## src/rtl/stall_ctrl_if.sv

```systemverilog
// Hazard-information and pipeline-control bundle shared by the
// decode/execute datapath and the stall controller.
interface stall_ctrl_if;
    logic [4:0]  D_rs_addr;
    logic [4:0]  D_rt_addr;
    logic [1:0]  D_rs_tuse;
    logic [1:0]  D_rt_tuse;
    logic        D_is_md;
    logic [4:0]  E_wa;
    logic [1:0]  E_tnew;
    logic [4:0]  M_wa;
    logic [1:0]  M_tnew;
    logic        E_md_start;
    logic        E_md_div;

    logic        PC_WE;
    logic        D_WE;
    logic        E_flush;
    logic        M_WE;
    logic        W_WE;
    logic        stall;
    logic        md_busy;
    logic        md_done;
    logic [31:0] stall_cnt;

    modport master (
        output D_rs_addr, D_rt_addr, D_rs_tuse, D_rt_tuse, D_is_md,
        output E_wa, E_tnew, M_wa, M_tnew, E_md_start, E_md_div,
        input  PC_WE, D_WE, E_flush, M_WE, W_WE,
        input  stall, md_busy, md_done, stall_cnt
    );

    modport slave (
        input  D_rs_addr, D_rt_addr, D_rs_tuse, D_rt_tuse, D_is_md,
        input  E_wa, E_tnew, M_wa, M_tnew, E_md_start, E_md_div,
        output PC_WE, D_WE, E_flush, M_WE, W_WE,
        output stall, md_busy, md_done, stall_cnt
    );
endinterface

```

## src/rtl/stall_ctrl.sv

```systemverilog
// Hazard detection, stall/flush generation, mult/div busy counter and
// stall-cycle performance counter for the five-stage core.
module stall_ctrl #(
    parameter int MULT_CYCLES = 5,
    parameter int DIV_CYCLES  = 10
) (
    input logic         clk,
    input logic         rst,
    stall_ctrl_if.slave bus
);
    localparam logic [3:0] MULT_LD = 4'(MULT_CYCLES);
    localparam logic [3:0] DIV_LD  = 4'(DIV_CYCLES);

    logic [3:0]  cnt_q;
    logic [3:0]  cnt_d;
    logic [31:0] stall_cnt_q;
    logic [31:0] stall_cnt_d;

    logic rs_e;
    logic rs_m;
    logic rt_e;
    logic rt_m;
    logic hz_rs;
    logic hz_rt;
    logic hz_md;
    logic busy;
    logic stall;

    // tuse of 3 can never be below a 2-bit tnew, so unused operands drop out
    assign rs_e = (bus.D_rs_addr == bus.E_wa) && (bus.D_rs_tuse < bus.E_tnew);
    assign rs_m = (bus.D_rs_addr == bus.M_wa) && (bus.D_rs_tuse < bus.M_tnew);
    assign rt_e = (bus.D_rt_addr == bus.E_wa) && (bus.D_rt_tuse < bus.E_tnew);
    assign rt_m = (bus.D_rt_addr == bus.M_wa) && (bus.D_rt_tuse < bus.M_tnew);

    assign hz_rs = (bus.D_rs_addr != 5'd0) && (rs_e || rs_m);
    assign hz_rt = (bus.D_rt_addr != 5'd0) && (rt_e || rt_m);

    assign busy  = (cnt_q != 4'd0);
    assign hz_md = bus.D_is_md && (busy || bus.E_md_start);
    assign stall = hz_rs || hz_rt || hz_md;

    always_comb begin
        cnt_d = cnt_q;
        if (rst) begin
            cnt_d = 4'd0;
        end else if (bus.E_md_start && !busy) begin
            cnt_d = bus.E_md_div ? DIV_LD : MULT_LD;
        end else if (busy) begin
            cnt_d = cnt_q - 4'd1;
        end
    end

    always_comb begin
        stall_cnt_d = stall_cnt_q;
        if (rst) begin
            stall_cnt_d = 32'd0;
        end else if (stall) begin
            stall_cnt_d = stall_cnt_q + 32'd1;
        end
    end

    always_ff @(posedge clk) begin
        cnt_q       <= cnt_d;
        stall_cnt_q <= stall_cnt_d;
    end

    assign bus.stall     = stall;
    assign bus.PC_WE     = !stall;
    assign bus.D_WE      = !stall;
    assign bus.E_flush   = stall;
    assign bus.M_WE      = 1'b1;
    assign bus.W_WE      = 1'b1;
    assign bus.md_busy   = busy;
    assign bus.md_done   = (cnt_q == 4'd1);
    assign bus.stall_cnt = stall_cnt_q;
endmodule

```

## src/flat_wrapper.sv

```systemverilog
// flat-port wrapper written by rule: the top's interface ports become plain ports
module stall_ctrl_flat 
#(
    parameter int MULT_CYCLES = 5,
    parameter int DIV_CYCLES  = 10
)
  (clk, rst, bus_D_rs_addr, bus_D_rt_addr, bus_D_rs_tuse, bus_D_rt_tuse, bus_D_is_md, bus_E_wa, bus_E_tnew, bus_M_wa, bus_M_tnew, bus_E_md_start, bus_E_md_div, bus_PC_WE, bus_D_WE, bus_E_flush, bus_M_WE, bus_W_WE, bus_stall, bus_md_busy, bus_md_done, bus_stall_cnt);
  stall_ctrl_if bus_i ();
  input logic clk;
  input logic rst;
  input wire logic [$bits(bus_i.D_rs_addr)-1:0] bus_D_rs_addr;
  input wire logic [$bits(bus_i.D_rt_addr)-1:0] bus_D_rt_addr;
  input wire logic [$bits(bus_i.D_rs_tuse)-1:0] bus_D_rs_tuse;
  input wire logic [$bits(bus_i.D_rt_tuse)-1:0] bus_D_rt_tuse;
  input wire logic [$bits(bus_i.D_is_md)-1:0] bus_D_is_md;
  input wire logic [$bits(bus_i.E_wa)-1:0] bus_E_wa;
  input wire logic [$bits(bus_i.E_tnew)-1:0] bus_E_tnew;
  input wire logic [$bits(bus_i.M_wa)-1:0] bus_M_wa;
  input wire logic [$bits(bus_i.M_tnew)-1:0] bus_M_tnew;
  input wire logic [$bits(bus_i.E_md_start)-1:0] bus_E_md_start;
  input wire logic [$bits(bus_i.E_md_div)-1:0] bus_E_md_div;
  output wire logic [$bits(bus_i.PC_WE)-1:0] bus_PC_WE;
  output wire logic [$bits(bus_i.D_WE)-1:0] bus_D_WE;
  output wire logic [$bits(bus_i.E_flush)-1:0] bus_E_flush;
  output wire logic [$bits(bus_i.M_WE)-1:0] bus_M_WE;
  output wire logic [$bits(bus_i.W_WE)-1:0] bus_W_WE;
  output wire logic [$bits(bus_i.stall)-1:0] bus_stall;
  output wire logic [$bits(bus_i.md_busy)-1:0] bus_md_busy;
  output wire logic [$bits(bus_i.md_done)-1:0] bus_md_done;
  output wire logic [$bits(bus_i.stall_cnt)-1:0] bus_stall_cnt;
  assign bus_i.D_rs_addr = bus_D_rs_addr;
  assign bus_i.D_rt_addr = bus_D_rt_addr;
  assign bus_i.D_rs_tuse = bus_D_rs_tuse;
  assign bus_i.D_rt_tuse = bus_D_rt_tuse;
  assign bus_i.D_is_md = bus_D_is_md;
  assign bus_i.E_wa = bus_E_wa;
  assign bus_i.E_tnew = bus_E_tnew;
  assign bus_i.M_wa = bus_M_wa;
  assign bus_i.M_tnew = bus_M_tnew;
  assign bus_i.E_md_start = bus_E_md_start;
  assign bus_i.E_md_div = bus_E_md_div;
  assign bus_PC_WE = bus_i.PC_WE;
  assign bus_D_WE = bus_i.D_WE;
  assign bus_E_flush = bus_i.E_flush;
  assign bus_M_WE = bus_i.M_WE;
  assign bus_W_WE = bus_i.W_WE;
  assign bus_stall = bus_i.stall;
  assign bus_md_busy = bus_i.md_busy;
  assign bus_md_done = bus_i.md_done;
  assign bus_stall_cnt = bus_i.stall_cnt;
  stall_ctrl #(.MULT_CYCLES(MULT_CYCLES), .DIV_CYCLES(DIV_CYCLES)) u_core (.clk(clk), .rst(rst), .bus(bus_i));
endmodule
```

## config.mk

```make
export PLATFORM = sky130hd
export DESIGN_NAME = stall_ctrl_flat
export DESIGN_NICKNAME = d
export VERILOG_FILES = /design/src/rtl/stall_ctrl_if.sv /design/src/rtl/stall_ctrl.sv /design/src/flat_wrapper.sv
export SDC_FILE = /design/constraint.sdc
export NUM_CORES = 1
export LEC_CHECK = 0
export CORE_UTILIZATION = 41
export CTS_CLUSTER_DIAMETER = 80
export DETAILED_ROUTE_END_ITERATION = 7
export PLACE_DENSITY = 0.82
export SLEW_MARGIN = 25
export SYNTH_ARGS = -nofsm -noshare
export SYNTH_HDL_FRONTEND = slang
export SYNTH_SLANG_ARGS = --single-unit
```

## constraint.sdc

```tcl
create_clock -name clk -period 2.19 [get_ports clk]
set_clock_uncertainty 0.1 [all_clocks]
set_input_delay 0.219 -clock clk [delete_from_list [all_inputs] [get_ports clk]]
set_output_delay 0.219 -clock clk [all_outputs]
set_load 0.1 [all_outputs]
```

# Word level (Yosys, flattened, before mapping)
# Index checks and enable logic that the tools add are counted.
classes:
  n_addsub: 2
  magnitude_cmp: 4
  n_eq_ne: 5
  mux: 3
  reduce_logical: 19
ops:
  columns: ["operator", "count"]
  rows:
  - ["32-bit by 1-bit adder with 32-bit output, second input constant", 1]
  - ["5-bit equality test", 4]
  - ["4-bit 2-to-1 mux", 3]
  - ["5-bit nonzero test", 2]
  - ["1-bit logical AND", 8]
  - ["2-bit < comparator", 4]
  - ["1-bit logical OR", 5]
  - ["4-bit by 1-bit equality test with 1-bit output, second input constant", 1]
  - ["4-bit nonzero test", 1]
  - ["4-bit by 1-bit subtractor with 4-bit output, second input constant", 1]
  - ["1-bit logical NOT", 2]
  - ["2-bit nonzero test", 1]
totals:
  reg_bits: 36
  inputBits: 33
  out_inout_bits: 40
  word_cells: 35

# Longest topological paths before layout
logic_depth:
  depth_word: 7
  mapped_depth: 10
  depth_no_buf: 9

# Least setup slack after synthesis
# OpenSTA, ideal clock, no wires.
synth_timing:
  kind: "reg-to-output"
  startpoint: "register u_core.cnt_q[0]"
  endpoint: "output port bus_PC_WE"
  arrival_ns: 2.899
  setup_slack_ns: -1.028
  stages_incl_launch_ff: 9
  path_buffers: 3
  path_cell_list: "dfxtp_1 -> inv_1 -> ha_1 -> nand2_1 -> o21a_1 -> nor3_2 -> buf_6 -> buf_2 -> buf_4"
synth_via:
  elab_chain_cells: 5
synth_rtl:
  columns: ["element", "line_no", "source"]
  rows:
  - ["start: declaration", "stall_ctrl.sv:14", "logic [3:0] cnt_q;"]
  - ["start signal: assignment", "stall_ctrl.sv:63", "cnt_q <= cnt_d;"]
  - ["4-bit nonzero test", "stall_ctrl.sv:38", "assign busy = (cnt_q != 4'd0);"]
  - ["net bus_md_busy", "flat_wrapper.sv:28", "output wire logic [$bits(bus_i.md_busy)-1:0] bus_md_busy;"]
  - ["1-bit logical OR", "stall_ctrl.sv:39", "assign hz_md = bus.D_is_md && (busy || bus.E_md_start);"]
  - ["1-bit logical AND", "stall_ctrl.sv:39", null]
  - ["1-bit logical OR", "stall_ctrl.sv:40", "assign stall = hz_rs || hz_rt || hz_md;"]
  - ["1-bit logical NOT", null, null]
  - ["end: declaration", "flat_wrapper.sv:22", "output wire logic [$bits(bus_i.PC_WE)-1:0] bus_PC_WE;"]
# The timed path passes the listed nets, and every way through them passes these cells.

# Final worst setup path
layout_timing:
  startpoint: "input port bus_D_rt_addr[2]"
  endpoint: "output port bus_PC_WE"
layout_via:
  elab_chain_cells: 7
  word_cells_on_any_way: 10
layout_rtl:
  columns: ["element", "line_no", "source"]
  rows:
  - ["start: declaration", "flat_wrapper.sv:12", "input wire logic [$bits(bus_i.D_rt_addr)-1:0] bus_D_rt_addr;"]
  - ["5-bit equality test, on equally long branches", "stall_ctrl.sv:32, stall_ctrl.sv:33", null]
  - ["1-bit logical AND, on equally long branches", "stall_ctrl.sv:32, stall_ctrl.sv:33", null]
  - ["1-bit logical OR", "stall_ctrl.sv:36", "assign hz_rt = (bus.D_rt_addr != 5'd0) && (rt_e || rt_m);"]
  - ["1-bit logical AND *", "stall_ctrl.sv:36", null]
  - ["1-bit logical OR * (2 in series)", "stall_ctrl.sv:40", null]
  - ["1-bit logical NOT *", "stall_ctrl.sv:68", "assign bus.PC_WE = !stall;"]
# Mark *: on every way between the ends. The rest lies on a longest branch, timed or not.

==> flow_metrics.tcl <==
set metrics [dict create \
    cts.clk_slew.worst_paths_ns 0.07 \
    dr.pass1.iters 4 \
    drtIter0Drc 179 \
    reg2reg_from "u_core.cnt_q[1]$_SDFFE_PP0P_" \
    postSynthAreaPerCell_um2 8.13 \
    holdCritStartpoint "u_core.bus.stall_cnt[23]$_SDFFE_PP0P_" \
    worst-r2r-setup-slack_ns 0.08 \
    cts.sinks 36 \
    chipHeight_um 75.0 \
    wl_per_cell_um 15.4 \
    postSynth.asyncResetShare_pct 0 \
    grt_usage_pct 26.1 \
    cts_tree "built" \
    rsz0062_at_grt "true" \
    ios 73 \
    power_mw 2.54 \
    reg2reg_to "u_core.bus.stall_cnt[28]$_SDFFE_PP0P_" \
    irDropWorstVdd_mv 0.572 \
    grt_max_degree 36 \
    slew_viol_final 0 \
    hold_violations 0 \
    place_area_um2 3350 \
    endpoint "bus_PC_WE" \
    crit_top_cell "buf_12" \
    path_max_fanout 4 \
    antenna_found_initial 0 \
    hp-class "register to register" \
    fin_area_um2 3860 \
    areaGrowthSynthToFinish_pct 76.7 \
    synth.top_cell.area_share_pct 33.0 \
    synth_edf_count 0 \
    dp_slack_ns -0.866 \
    port_buffers 70 \
    p_leak_nw 1.47 \
    power_density_nw_per_um2 658 \
    syn_area_um2 2190 \
    crit_buf_inv 4 \
    ys_ff_latch 36 \
    synth_top_cells_by_count "dfxtp_1, a21oi_1, nor2_1, o21ai_0, xor2_1" \
    setup_viol 6 \
    p_int_mw 1.49 \
    drv_cap 0 \
    yosysTopAreaCell "dfxtp_1" \
    cp.depth 8 \
    vias_per_cell 5.69 \
    worst_ep_arrival_time_ns 1.96 \
    ctsHoldBuffers 0 \
    drc 0 \
    antenna_left 0 \
    synthCells 269 \
    ys_seq_area_share_pct 33.0 \
    fin_ws_ns -0.0870 \
    switching_power_mw 1.06 \
    critPathTopFamily "simple AND/OR/NAND/NOR gates" \
    place_inst 435 \
    violations "negative setup slack" \
    gr-total-overflow 0 \
    start_util_pct 42.8 \
    gp_congestion 0.886 \
    swShare_pct 41.6 \
    crit_chain "clkdlybuf4s15_1, or4_4, nor2_4, a21oi_4, nor3_4, buf_12, buf_8, buf_12" \
    crit_required_ns 1.87 \
    end_kind "primary output" \
    htree_levels 2 \
    dr_total_vias 2613 \
    grt_pass1_wl_mm 11.1 \
    ys_top_cells_by_area "dfxtp_1, a21oi_1, xor2_1" \
    ys.flop_type "dfxtp_1" \
    crit_path_start "bus_D_rt_addr[2]" \
    dp_hpwl_mm 4.90 \
    crit_type "input pin to primary output" \
    yosysMostFrequentCell "dfxtp_1" \
    synth.distinct_cells 40 \
    seq_power_share_pct 28.1 \
    rr_worst_depth 10 \
    clk_latency_ns 0.29 \
    cp_slowest_stage_delay_ns 0.51 \
    clk_path_buf_depth 2 \
    cts-root-buf "clkbuf_8" \
    fin_cells 459 \
    ys_warn_count 0 \
    drive_gt1_share_pct 48.8 \
    grt_pass1_vias 2553 \
    period_needed_ns 2.28 \
    whs_ns 0.384 \
    cp-start-kind "input pin" \
    antennaDiodeCount 0 \
    core-area_um2 5110 \
    p_clk_share_pct 19.5 \
    dieArea_um2 5630 \
    fin_crit_sh_pct 104 \
    crit_slowest_cell "or4_4" \
    die_w_um 75.0 \
    fmax_mhz 439 \
    status "finished with violations" \
    numCtsBuffers 5 \
    pwr-share-comb_pct 52.4 \
    fin_nets 429 \
    rows 26 \
    drt_wl_total_mm 7.06 \
]
## layer usage
layer	GRT usage [%]	vias up	wire, um
met5	0	-	0
met3	4.15	23	367
met4	13.8	0	250
met2	47.5	102	3740
li1	-	1237	-
met1	29.1	1251	2710
## cell type report
class	instances	area (um2)
clock buffer	6	82.6
clock inverter	2	10.0
fill	331	1240
inverter	13	51.3
multi-input combinational	208	1690
sequential	36	797
tap	70	87.6
timing repair buffer	124	1140
## power by group through the flow
| stage | clock network, mW | registers (mW) | logic (mW) |
|---|---|---|---|
| finish | 0.496 | 0.716 | 1.33 |
| global route | 0.526 | 0.720 | 1.40 |
| CTS | 0.505 | 0.714 | 1.30 |
| detailed placement | 0 | 0.723 | 1.18 |
| global placement | 0 | 0.719 | 1.16 |
| floorplan | 0 | 0.805 | 0.670 |
## metrics by stage
| step | util [%] | TNS, ns |
|---|---|---|
| after CTS | 72.6 | -0.133 |
| after detailed placement | 65.6 | -25.72 |
| final | 75.7 | -0.360 |
| after global routing | 75.7 | -1.27 |
| after global placement | 65.6 | -22.60 |
| after floorplan | - | -0.224 |
## worst min-delay path, cell delays in order, from the launching register on
cell,delay (ns)
dfxtp_4,0.36
o41ai_2,0.04
a21oi_1,0.05
## registers in the layout, indices dropped and copies added, names as in the netlist
| signal | cells |
|---|---|
| u_core.cnt_q | 4 |
| u_core.bus.stall_cnt | 32 |
## repair_timing
item | CTS | global route
buffers inserted | 10 | 5
pin swaps | 18 | 21
gates resized for setup | 101 | 27
cloned | 1 | 0
endpoints found under the setup margin | 36 | 29
## placed cells by master (no fill, tap or decap), types with 3 or more instances in the layout
| cell | netlist | final |
|---|---|---|
| a211oi_1 | 4 | 4 |
| a21oi_1 | 29 | 22 |
| a21oi_2 | 2 | 7 |
| and3_1 | 4 | 4 |
| buf_12 | 0 | 9 |
| buf_2 | 2 | 3 |
| buf_4 | 4 | 72 |
| buf_6 | 1 | 12 |
| clkbuf_8 | 0 | 6 |
| clkdlybuf4s15_1 | 0 | 4 |
| clkdlybuf4s15_2 | 0 | 3 |
| clkdlybuf4s50_1 | 0 | 6 |
| dfxtp_1 | 36 | 11 |
| dfxtp_2 | 0 | 7 |
| dfxtp_4 | 0 | 18 |
| dlygate4sd2_1 | 0 | 12 |
| ha_1 | 8 | 4 |
| ha_4 | 0 | 3 |
| inv_1 | 13 | 9 |
| inv_2 | 0 | 3 |
| nand2_1 | 12 | 11 |
| nand3_1 | 10 | 8 |
| nand4_1 | 13 | 13 |
| nor2_1 | 19 | 15 |
| nor2_4 | 0 | 4 |
| nor3_4 | 0 | 3 |
| nor4_2 | 0 | 3 |
| o21ai_0 | 16 | 14 |
| o31ai_1 | 10 | 9 |
| or3_1 | 12 | 10 |
| or4_1 | 12 | 6 |
| or4_4 | 0 | 6 |
| xnor2_1 | 10 | 10 |
| xor2_1 | 15 | 11 |
| xor2_2 | 0 | 3 |
## worst min path at each step
stage | end | slack [ns] | cells past startpoint
6_report | u_core.bus.stall_cnt[23]$_SDFFE_PP0P_ | 0.38 | 2
5_1_grt | u_core.bus.stall_cnt[23]$_SDFFE_PP0P_ | 0.41 | 2
3_3_place_gp | u_core.bus.stall_cnt[31]$_SDFFE_PP0P_ | 0.37 | 2
2_1_floorplan | u_core.bus.stall_cnt[3]$_SDFFE_PP0P_ | 0.28 | 2
4_1_cts | u_core.bus.stall_cnt[10]$_SDFFE_PP0P_ | 0.40 | 2
3_5_place_dp | u_core.bus.stall_cnt[23]$_SDFFE_PP0P_ | 0.39 | 2
## kinds of logic (layout without fill, tap and decap cells)
kind of cell | after synthesis | after routing | share of synthesized area, %
flops | 36 | 36 | 33.0
mux | 2 | 2 | 0.973
buf+inv | 27 | 145 | 5.78
xor+xnor | 25 | 25 | 10.0
other cells | 1 | 2 | 0.171
fa+ha+maj | 8 | 8 | 4.58
simple gates | 101 | 102 | 25.8
compound gates | 69 | 69 | 19.7
(Power assumes the default switching activity.)
